<file path="src/rtl/add_sched_pkg.sv">
// rtl/add_sched_pkg.sv - shared state encoding for the add scheduler
package add_sched_pkg;

  typedef enum logic [1:0] {
    IDLE    = 2'd0,
    ISSUE   = 2'd1,
    WAIT    = 2'd2,
    RESPOND = 2'd3
  } sched_state_t;

endpackage

</file>
<file path="src/rtl/rr_arbiter.sv">
// rtl/rr_arbiter.sv - combinational round-robin pick starting at ptr
module rr_arbiter #(
  parameter int NUM_REQ = 4,
  parameter int IDX_W   = $clog2(NUM_REQ)
) (
  input  logic [NUM_REQ-1:0] req,
  input  logic [IDX_W-1:0]   ptr,
  output logic               grant_valid,
  output logic [IDX_W-1:0]   grant_idx
);

  // Walk offsets from farthest to nearest so the first requester after ptr wins last.
  always_comb begin
    grant_valid = 1'b0;
    grant_idx   = '0;
    for (int k = NUM_REQ - 1; k >= 0; k--) begin
      if (req[(int'(ptr) + k) % NUM_REQ]) begin
        grant_valid = 1'b1;
        grant_idx   = IDX_W'((int'(ptr) + k) % NUM_REQ);
      end
    end
  end

endmodule

</file>
<file path="src/rtl/add_scheduler.sv">
// rtl/add_scheduler.sv - shares one multi-cycle adder among NUM_REQ requesters
module add_scheduler
  import add_sched_pkg::*;
#(
  parameter int DATA_WIDTH = 32,
  parameter int NUM_REQ    = 4,
  parameter int TIMEOUT    = 16
) (
  input  logic                          clock,
  input  logic                          reset,
  input  logic [NUM_REQ-1:0]            req,
  input  logic [NUM_REQ*DATA_WIDTH-1:0] op_a,
  input  logic [NUM_REQ*DATA_WIDTH-1:0] op_b,
  output logic [NUM_REQ-1:0]            ack,
  output logic [NUM_REQ-1:0]            done,
  output logic [DATA_WIDTH-1:0]         result,
  output logic                          error,
  output logic                          add_start,
  output logic [DATA_WIDTH-1:0]         add_addend1,
  output logic [DATA_WIDTH-1:0]         add_addend2,
  input  logic [DATA_WIDTH-1:0]         add_sum,
  input  logic                          add_complete
);

  localparam int IDX_W = $clog2(NUM_REQ);
  localparam int CNT_W = $clog2(TIMEOUT);

  sched_state_t     state;
  logic [IDX_W-1:0] ptr;
  logic [IDX_W-1:0] winner;
  logic [CNT_W-1:0] cnt;
  logic             grant_valid;
  logic [IDX_W-1:0] grant_idx;

  rr_arbiter #(
    .NUM_REQ (NUM_REQ),
    .IDX_W   (IDX_W)
  ) u_arb (
    .req         (req),
    .ptr         (ptr),
    .grant_valid (grant_valid),
    .grant_idx   (grant_idx)
  );

  // Pulse outputs default low every cycle; each state raises only what it owns.
  always_ff @(posedge clock) begin
    if (reset) begin
      state       <= IDLE;
      ptr         <= '0;
      winner      <= '0;
      cnt         <= '0;
      ack         <= '0;
      done        <= '0;
      result      <= '0;
      error       <= 1'b0;
      add_start   <= 1'b0;
      add_addend1 <= '0;
      add_addend2 <= '0;
    end else begin
      ack       <= '0;
      done      <= '0;
      result    <= '0;
      error     <= 1'b0;
      add_start <= 1'b0;
      case (state)
        IDLE: begin
          if (grant_valid) begin
            winner      <= grant_idx;
            add_addend1 <= op_a[int'(grant_idx)*DATA_WIDTH +: DATA_WIDTH];
            add_addend2 <= op_b[int'(grant_idx)*DATA_WIDTH +: DATA_WIDTH];
            ack         <= NUM_REQ'(1) << grant_idx;
            add_start   <= 1'b1;
            state       <= ISSUE;
          end
        end
        ISSUE: begin
          cnt   <= '0;
          state <= WAIT;
        end
        WAIT: begin
          if (add_complete) begin
            result <= add_sum;
            done   <= NUM_REQ'(1) << winner;
            state  <= RESPOND;
          end else if (cnt == CNT_W'(TIMEOUT - 1)) begin
            error <= 1'b1;
            done  <= NUM_REQ'(1) << winner;
            state <= RESPOND;
          end else begin
            cnt <= cnt + 1'b1;
          end
        end
        RESPOND: begin
          ptr   <= (winner == IDX_W'(NUM_REQ - 1)) ? '0 : winner + 1'b1;
          state <= IDLE;
        end
        default: state <= IDLE;
      endcase
    end
  end

endmodule
</file>
<file path="config.mk">
export PLATFORM = sky130hd
export DESIGN_NAME = add_scheduler
export DESIGN_NICKNAME = d
export VERILOG_FILES = /design/src/rtl/add_sched_pkg.sv /design/src/rtl/rr_arbiter.sv /design/src/rtl/add_scheduler.sv
export SDC_FILE = /design/constraint.sdc
export NUM_CORES = 1
export LEC_CHECK = 0
export CORE_AREA = 2 2 156 158
export CTS_CLUSTER_SIZE = 16
export DETAILED_ROUTE_END_ITERATION = 6
export DIE_AREA = 0 0 158 160
export HOLD_SLACK_MARGIN = 0.15
export REMOVE_ABC_BUFFERS = 1
export SLEW_MARGIN = 20
export SYNTH_ARGS = -nofsm -noshare
export SYNTH_HDL_FRONTEND = slang
export SYNTH_SLANG_ARGS = --single-unit
</file>
<file path="constraint.sdc">
create_clock -name clock -period 2.6 [get_ports clock]
set_input_delay 0.26 -clock clock [delete_from_list [all_inputs] [get_ports clock]]
set_output_delay 0.26 -clock clock [all_outputs]
set_load 0.01 [all_outputs]
</file>
* Word-level counts from Yosys, hierarchy flattened
Index checks and enable logic that the tools add are counted.
** Word-level totals
- Logic and storage cells :: 84
- Bits of input ports :: 295
- Output and inout port bits :: 106
- Flip-flop bits (word level) :: 116
** Cells by class
- Reductions and logical operators :: 13
- Multiplexer cells :: 31
- Order comparisons :: 4
- Bitwise gates (word level) :: 7
- $add $sub $neg :: 5
- Shifts and indexed selects :: 4
- Equality and inequality tests :: 9
** Operators with widths (count)
- 128-bit by 8-bit indexed part select with 32-bit output :: 2
- 2-bit two-way mux :: 8
- 4-bit two-way mux :: 4
- 1-bit two-way mux :: 13
- 3-bit by 4-bit less-than comparator with 1-bit output (second input constant) :: 3
- 2-bit OR reduction :: 5
- 3-bit OR reduction :: 3
- 1-bit binary-select mux with 2-bit select :: 4
- 2-bit case mux with 4 select lines :: 1
- 4-bit case mux with 2 select lines :: 1
- 1-bit by 2-bit << shifter with 4-bit output (first input constant) :: 2
- 2-bit == test (second input constant) :: 3
- 2-bit inequality test (second input constant) :: 3
- 2-bit by 1-bit adder with 2-bit output (second input constant) :: 2
- 2-bit adder (second input constant) :: 2
- 4-bit by 1-bit adder with 4-bit output (second input constant) :: 1
- 4-bit == test (second input constant) :: 1
- 1-bit NOT :: 4
- 2-bit AND reduction :: 2
- 1-bit AND (first input constant) :: 3
- 2-bit by 3-bit less-than comparator with 1-bit output (second input constant) :: 1
- 3-bit inequality test (second input constant) :: 1
- 3-bit AND reduction :: 1
- 2-bit by 1-bit == test with 1-bit output (second input constant) :: 1
- other kinds (2) :: 2

* Logic depth before layout (Yosys ltp)
Gate-level depths: netlist of the first run.
- Word-level depth :: 12
- Depth in mapped cells :: 8

* Hierarchy
From an unflattened synthesis of the first run, not the netlist that was laid out.
** Second synthesis, totals
- Cell total of the unflattened synthesis :: 390
- Area, all modules :: 5250.0 um^2
** By module, submodules not included
- add_scheduler :: area each 5172.5 um^2, cells each 377, instances 1, sequential area each 2322.2 um^2
- rr_arbiter :: area each 77.6 um^2, cells each 13, instances 1, sequential area each 0.0 um^2

* Worst setup path before layout of the first run
OpenSTA, ideal clock, no wires.
- Kind :: input-to-reg
- Start :: input port req[3]
- End :: register add_addend1[0]
- Path slack :: 0.824 ns
- Cell stages on the path :: 7
- Arrival :: 1.643 ns
- Data required time :: 2.466 ns
- Path buffers :: 2
- Path through :: or4_1 -> nand3b_1 -> nor3_2 -> buf_2 -> buf_2 -> a32oi_1 -> o211ai_1
** On the way
- Longest elaborated chain between the ends :: 8
- Elaborated cells between the ends (all ways) :: 21
- Those cells by class :: 1 x shift; 19 x mux; 1 x reduce/logical
** Ends and longest elaborated chain
- start: declaration :: RTL line add_scheduler.sv:11 : input logic [NUM_REQ-1:0] req,
- 1-bit binary-select mux with 2-bit select :: RTL line rr_arbiter.sv:17 : if (req[(int'(ptr) + k) % NUM_REQ]) begin
- 1-bit two-way mux (not written as such) (2 in series) :: RTL line rr_arbiter.sv:17
- 2-bit two-way mux or 1-bit two-way mux (tied branches) (4 in series) :: RTL line rr_arbiter.sv:17
- 128-bit by 8-bit indexed part select with 32-bit output or 2-bit AND reduction (tied branches)
- end signal: assignment :: RTL line add_scheduler.sv:69 : add_addend1 <= op_a[int'(grant_idx)*DATA_WIDTH +: DATA_WIDTH];
- end: declaration :: RTL line add_scheduler.sv:19 : output logic [DATA_WIDTH-1:0] add_addend1,
Parallel ways exist; a longest one is shown, timed or not. The select of a mux whose other input is x is not followed.
A chain may end at the register's enable or synchronous reset.

* Worst setup path after layout of the first run
- Start :: input port req[2]
- End :: register add_addend2[16]
** On the way
- Longest elaborated chain between the ends :: 8
- Elaborated cells between the ends (all ways) :: 21
- Those cells by class :: 1 x shift; 19 x mux; 1 x reduce/logical
** Ends and longest elaborated chain
- 1-bit binary-select mux with 2-bit select :: RTL line rr_arbiter.sv:17
- 1-bit two-way mux (not written as such) (2 in series) :: RTL line rr_arbiter.sv:17
- 2-bit two-way mux or 1-bit two-way mux (tied branches) (4 in series) :: RTL line rr_arbiter.sv:17
- 128-bit by 8-bit indexed part select with 32-bit output or 2-bit AND reduction (tied branches)
- end signal: assignment :: RTL line add_scheduler.sv:70 : add_addend2 <= op_b[int'(grant_idx)*DATA_WIDTH +: DATA_WIDTH];
- end: declaration :: RTL line add_scheduler.sv:20 : output logic [DATA_WIDTH-1:0] add_addend2,
Parallel ways exist; a longest one is shown, timed or not. The select of a mux whose other input is x is not followed.

==> metrics.md, run 1 <==
| Metric | Value |
|---|---|
| Gr usage total | 0.1786 |
| Num CTS Buffers | 17 |
| Final period demand of the worst path | roughly 2100 ps |
| Initial antenna violation count | 0 |
| Die Y-Extent | 160 um |
| Fin crit share | 0.8070 |
| Yosys top cell by area | dfxtp_1 |
| Clock slew at reported path FFs | 60 ps |
| Detailed placement HPWL | 17,810 um |
| Final Instance Area | ~0.011 mm2 |
| Top cells by area, synth | dfxtp_1 (42%), mux2i_1 (8.7%), a32oi_1 (7.3%) |
| Share of cells above drive strength 1 | 0.07208 |
| Final hold viol count | 0 |
| HP Class | in -> reg |
| WL met2 | 11,850 um |
| Synth top cells by count | dfxtp_1 (116), nand3_1 (53), mux2i_1 (48) |
| Top routing layer used | met4 |
| Antenna-violating nets left | 0 |
| Multiplexer share of the synthesized area | 0.08698 |
| CTS tree | yes |
| Area share of the largest cell type after synthesis | 0.4204 |
| Largest family of logic cells by synthesized area | compound AO/OA/AOI/OAI gates |
| Synthesis Warnings | 0 |
| Placed cell count | around 1,300 |
| Final Non-Filler Cells | between 1,000 and 1,500 |
| Met3 wire length | 1668 um |
| Residual DRC count | 0 |
| Row count | 57 |
| Clk_lat worst skew | 410 ps |
| Die Area | ~0.025 mm2 |
| Fillers | 2,432 |
| Placed inst area | just over 0.01 mm2 |
| H-tree depth | 4 |
| Via-to-Cell Ratio | about 4.7 |
| Root Driver | clkbuf_16 |
| TritonCTS Sinks | between 100 and 150 |
| Vias in the first global route | 6,073 |
| XOR/XNOR Fraction of Synth Area | 0.003171 |
| I/O pin total | roughly 400 |
| Diodes inserted | 0 |
| Post-synth EDFFs | 0 |
| Post-synthesis adder-cell area fraction | 0.02265 |
| Pin count of the biggest net entering global routing | a little over 40 |
| Post-place setup slack | 122.9 ps |
| WS Path Type | in -> reg |
| Drt pass-1 iters | 4 |
| Final Wtd Congestion | about 0.83 |
| Setup ws final | 501.8 ps |
| Setup Fix Bufs, Post-CTS | 0 |
| Cell leakage power | about 3.8 nW |
| Core area | approximately 0.024 mm2 |
| Req. time, crit path | 2880 ps |
| Hold_buf cts | 0 |
| Cell count after synthesis | between 500 and 600 |
| Largest stage delay, worst path | about 600 ps |
| Power Density | 746.6 mW/mm2 |
| Post-synth cell types | 39 |
| Total grt overflow | 0 |
| Register area share after synthesis | 0.4204 |
| WL final | 23,580 um |
| Final net count | 1,277 |
| Finished Core Util | 0.4496 |
| Worst-Margin Slew | 438.3 ps |
| Critical Path Start Type | primary input |
| Max rail drop VDD | 0.4622 mV |
| Wire length on met1 | slightly below 10,000 um |
| Critical-path cell list | clkdlybuf4s50_1 > or4_1 > nand3b_1 > nor3_4 > buf_12 > buf_4 > a32oi_1 > o211ai_1 |
| Tot Pwr | ~0.008 W |
| First-pass GRT wire length | around 35,000 um |
| Post-DR wirelength/cell | roughly 18 um |
| Buffers on Ports | 400 |
| Max Buffers Root-to-Sink | 2 |
| Async SR Flop Fraction | 0 |
| Max Clk Rate | between 0.4 and 0.5 GHz |
| Worst slew margin relative to its limit | 0.7066 |
| Crit end category | flip-flop |
| Synthesized area | roughly 0.0055 mm2 |
| Area share of and/or/nand/nor cells after synthesis | 0.1884 |
| Outcome | finished, final reports clean |
| Final setup viols | 0 |
| Number of synthesized register bits | roughly 120 |
| Syn-to-layout area delta | 93.86% |
| Initial drt markers | 421 |
| Slew Viols, Final | 0 |
| Reported max-cap violation count | 0 |
| Critical path peak fanout | 35 |
| CP Data Arrival Time | about 2400 ps |
| DR vias | 6,199 |
| Compound-Gate Fraction of Synth Area | 0.2258 |
| Ys flop type | dfxtp_1 |
| Cell with the most instances after synthesis | dfxtp_1 |
| Slowest-stage cell, CP | or4_1 |
| RSZ-0062 raised after global routing | no |
| Chip width | 158 um |
| Syn avg cell area | ~9.5 um2 |
| Initial Util | 0.2319 |
| Clock skew | 10.96 ps |
| # resized after CTS | 0 |
[registers in the layout, summed over array words and instances (netlist names)]
signal,flops
ptr,2
add_start,1
result,32
ack,4
add_addend2,32
error,1
cnt,4
add_addend1,32
winner,2
state,2
done,4
[per-stage QoR]
stage	hold WS, ps	TNS (ps)
5_1_grt	390.0	0
4_1_cts	384.2	0
2_1_floorplan	329.1	-229930
3_5_place_dp	442.8	0
3_3_place_gp	434.6	0
6_report	406.0	0
[critical path: cells and delay by family]
| family | cells | cell delay, ps |
|---|---|---|
| AOI/OAI and AO/OA | 2 | 310 |
| buffers and inverters | 3 | 830 |
| and+or+nand+nor | 3 | 930 |
[where the power goes]
part           leakage (nW)  internal, W  switching (W)
logic                  2.52      0.00167        0.00138
clock network         0.303      0.00154       0.000973
registers             0.949      0.00220       0.000240
total                  3.78      0.00541        0.00259
[cells by family (layout without fill, tap and decap cells)]
kind of cell    after synthesis  count (layout)
mux                          48              48
fa+ha+maj                    10              10
flops                       116             116
xor+xnor                      2               2
buf+inv                      63             469
compound gates              159             159
simple gates                181             181
[layer usage]
metal,vias to the layer above,track usage
met4,0,0.04054
met3,19,0.04505
met2,262,0.3107
li1,3001,-
met5,-,0
met1,2917,0.2208
[path summary, 6_finish.rpt]
check / startpoint / end / slack, ps / depth (start not counted)
max: req[2] / add_addend2[16] / 500 / 8
min: add_sum[27] / result[27] / 410 / 2
max reg2reg: ptr[0] / add_addend2[16] / 600 / 8
min reg2reg: add_addend2[2] / add_addend2[2] / 450 / 2
[placed cells by master, fill, tap and decap left out, types with 18 or more instances in the layout]
cell             netlist  routed
mux2i_1               48      48
clkdlybuf4s50_1        0     400
nor3b_1               32      32
nand3_1               53      53
o211ai_1              46      46
a32oi_1               46      46
and2_1                37      37
a211oi_1              35      35
nand2_1               26      25
dfxtp_1              116     116
buf_4                  4      18
[final cells by class]
cell class,count,area [um2],share of cell area
timing repair buffer,431,4399,0.4108
multi-input combinational,400,2939,0.2744
sequential,116,2322,0.2168
clock buffer,17,425.4,0.03972
tap,324,405.4,0.03785
clock inverter,15,195.2,0.01823
inverter,6,22.52,0.002103
(Power assumes the default switching activity.)
==> inputs of run 2 (changes only) <==
- clock period: 2.6 -> 1.73 ns (I/O delays scaled with it)
==> run 2 against run 1 <==
The flow now finishes with violations (setup timing). Critical endpoint is now add_addend1[28]. Routed wire length is 16% higher. Register-to-register slack got worse by 660 ps. Highest routed layer unchanged. Via count is 6.8% higher. Die area unchanged. Critical path depth stayed put. Final area grew 13%.
==> metrics.md, run 2 (synthesis results as in run 1) <==
| Metric | Value |
|---|---|
| Max rail drop VDD | 0.5952 mV |
| Setup TNS | -422.7 ps |
| Req. time, crit path | ~2000 ps |
| Chip width | approximately 160 um |
| P_int | 0.008845 W |
| Pin count of the biggest net entering global routing | 36 |
| Biggest regs | add_addend1 x32, add_addend2 x32, result x32 |
| Outcome | finished, violations left |
| Via-to-Cell Ratio | about 4.8 |
| I/O pin total | roughly 400 |
| Die Area | about 0.025 mm2 |
| Violations in the final reports | setup timing |
| Flop2flop setup slack | -60 ps |
| Clock skew | 8.681 ps |
| Gate power share | 0.447 |
| Hold depth | 2 |
| Diodes inserted | 0 |
| Detailed placement HPWL | 18,310 um |
| Worst-case reg-to-reg path depth | 8 |
| Initial antenna violation count | 0 |
| Slew Viols, Final | 0 |
| Power share of the sequential group | 0.279 |
| Num CTS Buffers | 17 |
| Most frequent cells in the layout | clkdlybuf4s50_1 (396), dfxtp_1 (114), buf_4 (64) |
| Fillers | around 2,200 |
| Hold Slack | 303.2 ps |
| Drt pass-1 iters | 6 |
| Final Wtd Congestion | 0.8068 |
| Buffers on Ports | 400 |
| Post-place setup slack | -671.7 ps |
| Cell leakage power | between 4 and 5 nW |
| Final hold viol count | 0 |
| WS Path Type | reg -> reg |
| RSZ-0062 raised after global routing | yes |
| First-pass GRT wire length | between 30,000 and 40,000 um |
| Final period demand of the worst path | ~1800 ps |
| Worst slew margin relative to its limit | 0.7239 |
| Antenna-violating nets left | 0 |
| Critical path peak fanout | 8 |
| WL final | ~27,000 um |
| Post-DR wirelength/cell | approximately 20 um |
| Worst Hold Endpoint | result[27] |
| CTS tree | yes |
| Switching Share | 0.3284 |
| Share of cells above drive strength 1 | 0.1998 |
| DR vias | approximately 6,600 |
| Residual DRC count | 0 |
| Gr usage total | 0.2046 |
| Vias in the first global route | around 6,600 |
| Hold_buf cts | 0 |
| Critical Path Start Type | flip-flop |
| Max Clk Rate | around 0.56 GHz |
| Switch Pwr | between 0.004 and 0.005 W |
| Clock slew at reported path FFs | roughly 60 ps |
| Crit path launch | ptr[0] |
| Hold path start | add_sum[27] |
| Reported max-cap violation count | 0 |
| CP Data Arrival Time | 2100 ps |
| Most common cell after layout, fill and taps aside | clkdlybuf4s50_1 |
| Fin crit share | 1.036 |
| Initial drt markers | 384 |
| Row count | between 50 and 60 |
| Total grt overflow | 0 |
| Initial Util | 0.2319 |
| Clk_lat worst skew | between 400 and 500 ps |
| Die Y-Extent | 160 um |
| RR Endpoint | add_addend1[28] |
| Final setup viols | 17 |
| Power Density | between 1000 and 1500 mW/mm2 |
| Max Buffers Root-to-Sink | 2 |
| Final net count | about 1,400 |
| Root Driver | clkbuf_16 |
| Syn-to-layout area delta | 119.5% |
| Crit end category | flip-flop |
| Worst reg2reg startpoint | ptr[0] |
| Clock network power share | 0.275 |
| Worst-Margin Slew | slightly above 400 ps |
| Setup ws final | -62.17 ps |
| HP Class | in -> reg |
| TritonCTS Sinks | 116 |
| H-tree depth | 4 |
| Core area | 0.02382 mm2 |
-- run 2: changes by cell type in the layout (fill, tap and decap cells not counted), sizes merged, moves of 2 or more --
cell and change:
dlygate4sd2 +4, inv -3, clkdlybuf4s50 -4, buf +74, clkinv +2, clkbuf +6
bufbuf +2
-- run 2: cell type report --
cell class	instances	area, um2	area share
tap	324	405.4	0.03343
multi-input combinational	400	3318	0.2736
timing repair buffer	512	5464	0.4505
clock buffer	18	439.2	0.03621
sequential	116	2327	0.1919
inverter	6	22.52	0.001857
clock inverter	14	151.4	0.01248
-- run 2: metal layers --
layer	global-route usage	vias to the layer above	wire length (um)
met3	0.04288	42	1631
met1	0.2459	3157	11160
met2	0.3555	260	13970
li1	-	3159	-
met4	0.07699	0	645
met5	0	-	0
-- run 2: stage by stage --
stage                     cells  power [W]  cell area, um2    util
after global placement     1308   0.008516           10350  0.4343
final                      1390    0.01317           12130  0.5091
after CTS                  1364    0.01288           11580  0.4860
after floorplan             522   0.005535            5256       -
after global routing       1390    0.01382           12130  0.5091
after detailed placement   1308   0.008548           10350  0.4343
-- run 2: power by group through the flow --
stage	combinational, W	clock [W]	sequential (W)
2_1_floorplan	0.00160	0	0.00393
3_3_place_gp	0.00483	0	0.00368
3_5_place_dp	0.00486	0	0.00369
4_1_cts	0.00554	0.00369	0.00365
5_1_grt	0.00627	0.00381	0.00374
6_report	0.00588	0.00362	0.00367
-- run 2: worst max path at each step --
stage / cells after the start / to / slack [ps]
floorplan: 5 / add_addend1[13] / -4410
global placement: 8 / add_addend1[6] / -580
detailed placement: 8 / add_addend1[6] / -670
CTS: 7 / add_addend1[25] / -40
global route: 9 / add_addend1[10] / -120
finish: 8 / add_addend1[28] / -60
-- run 2: timing repair --
action / 4_1_cts / 5_1_grt
setup buffers: 15 / 22
setup endpoints to repair: 67 / 64
pin swaps: 37 / 39
gates resized for setup: 65 / 40
endpoints found under the hold margin: 0 / 0
gates cloned: 9 / 5
-- run 2: critical path, cell delays in order (launching register included) --
cell and delay [ps]:
dfxtp_4 360, nor2b_4 180, nor4b_4 70, buf_4 160, or2_4 280, buf_12 150, buf_16 140, a211oi_4 240
o31ai_1 90
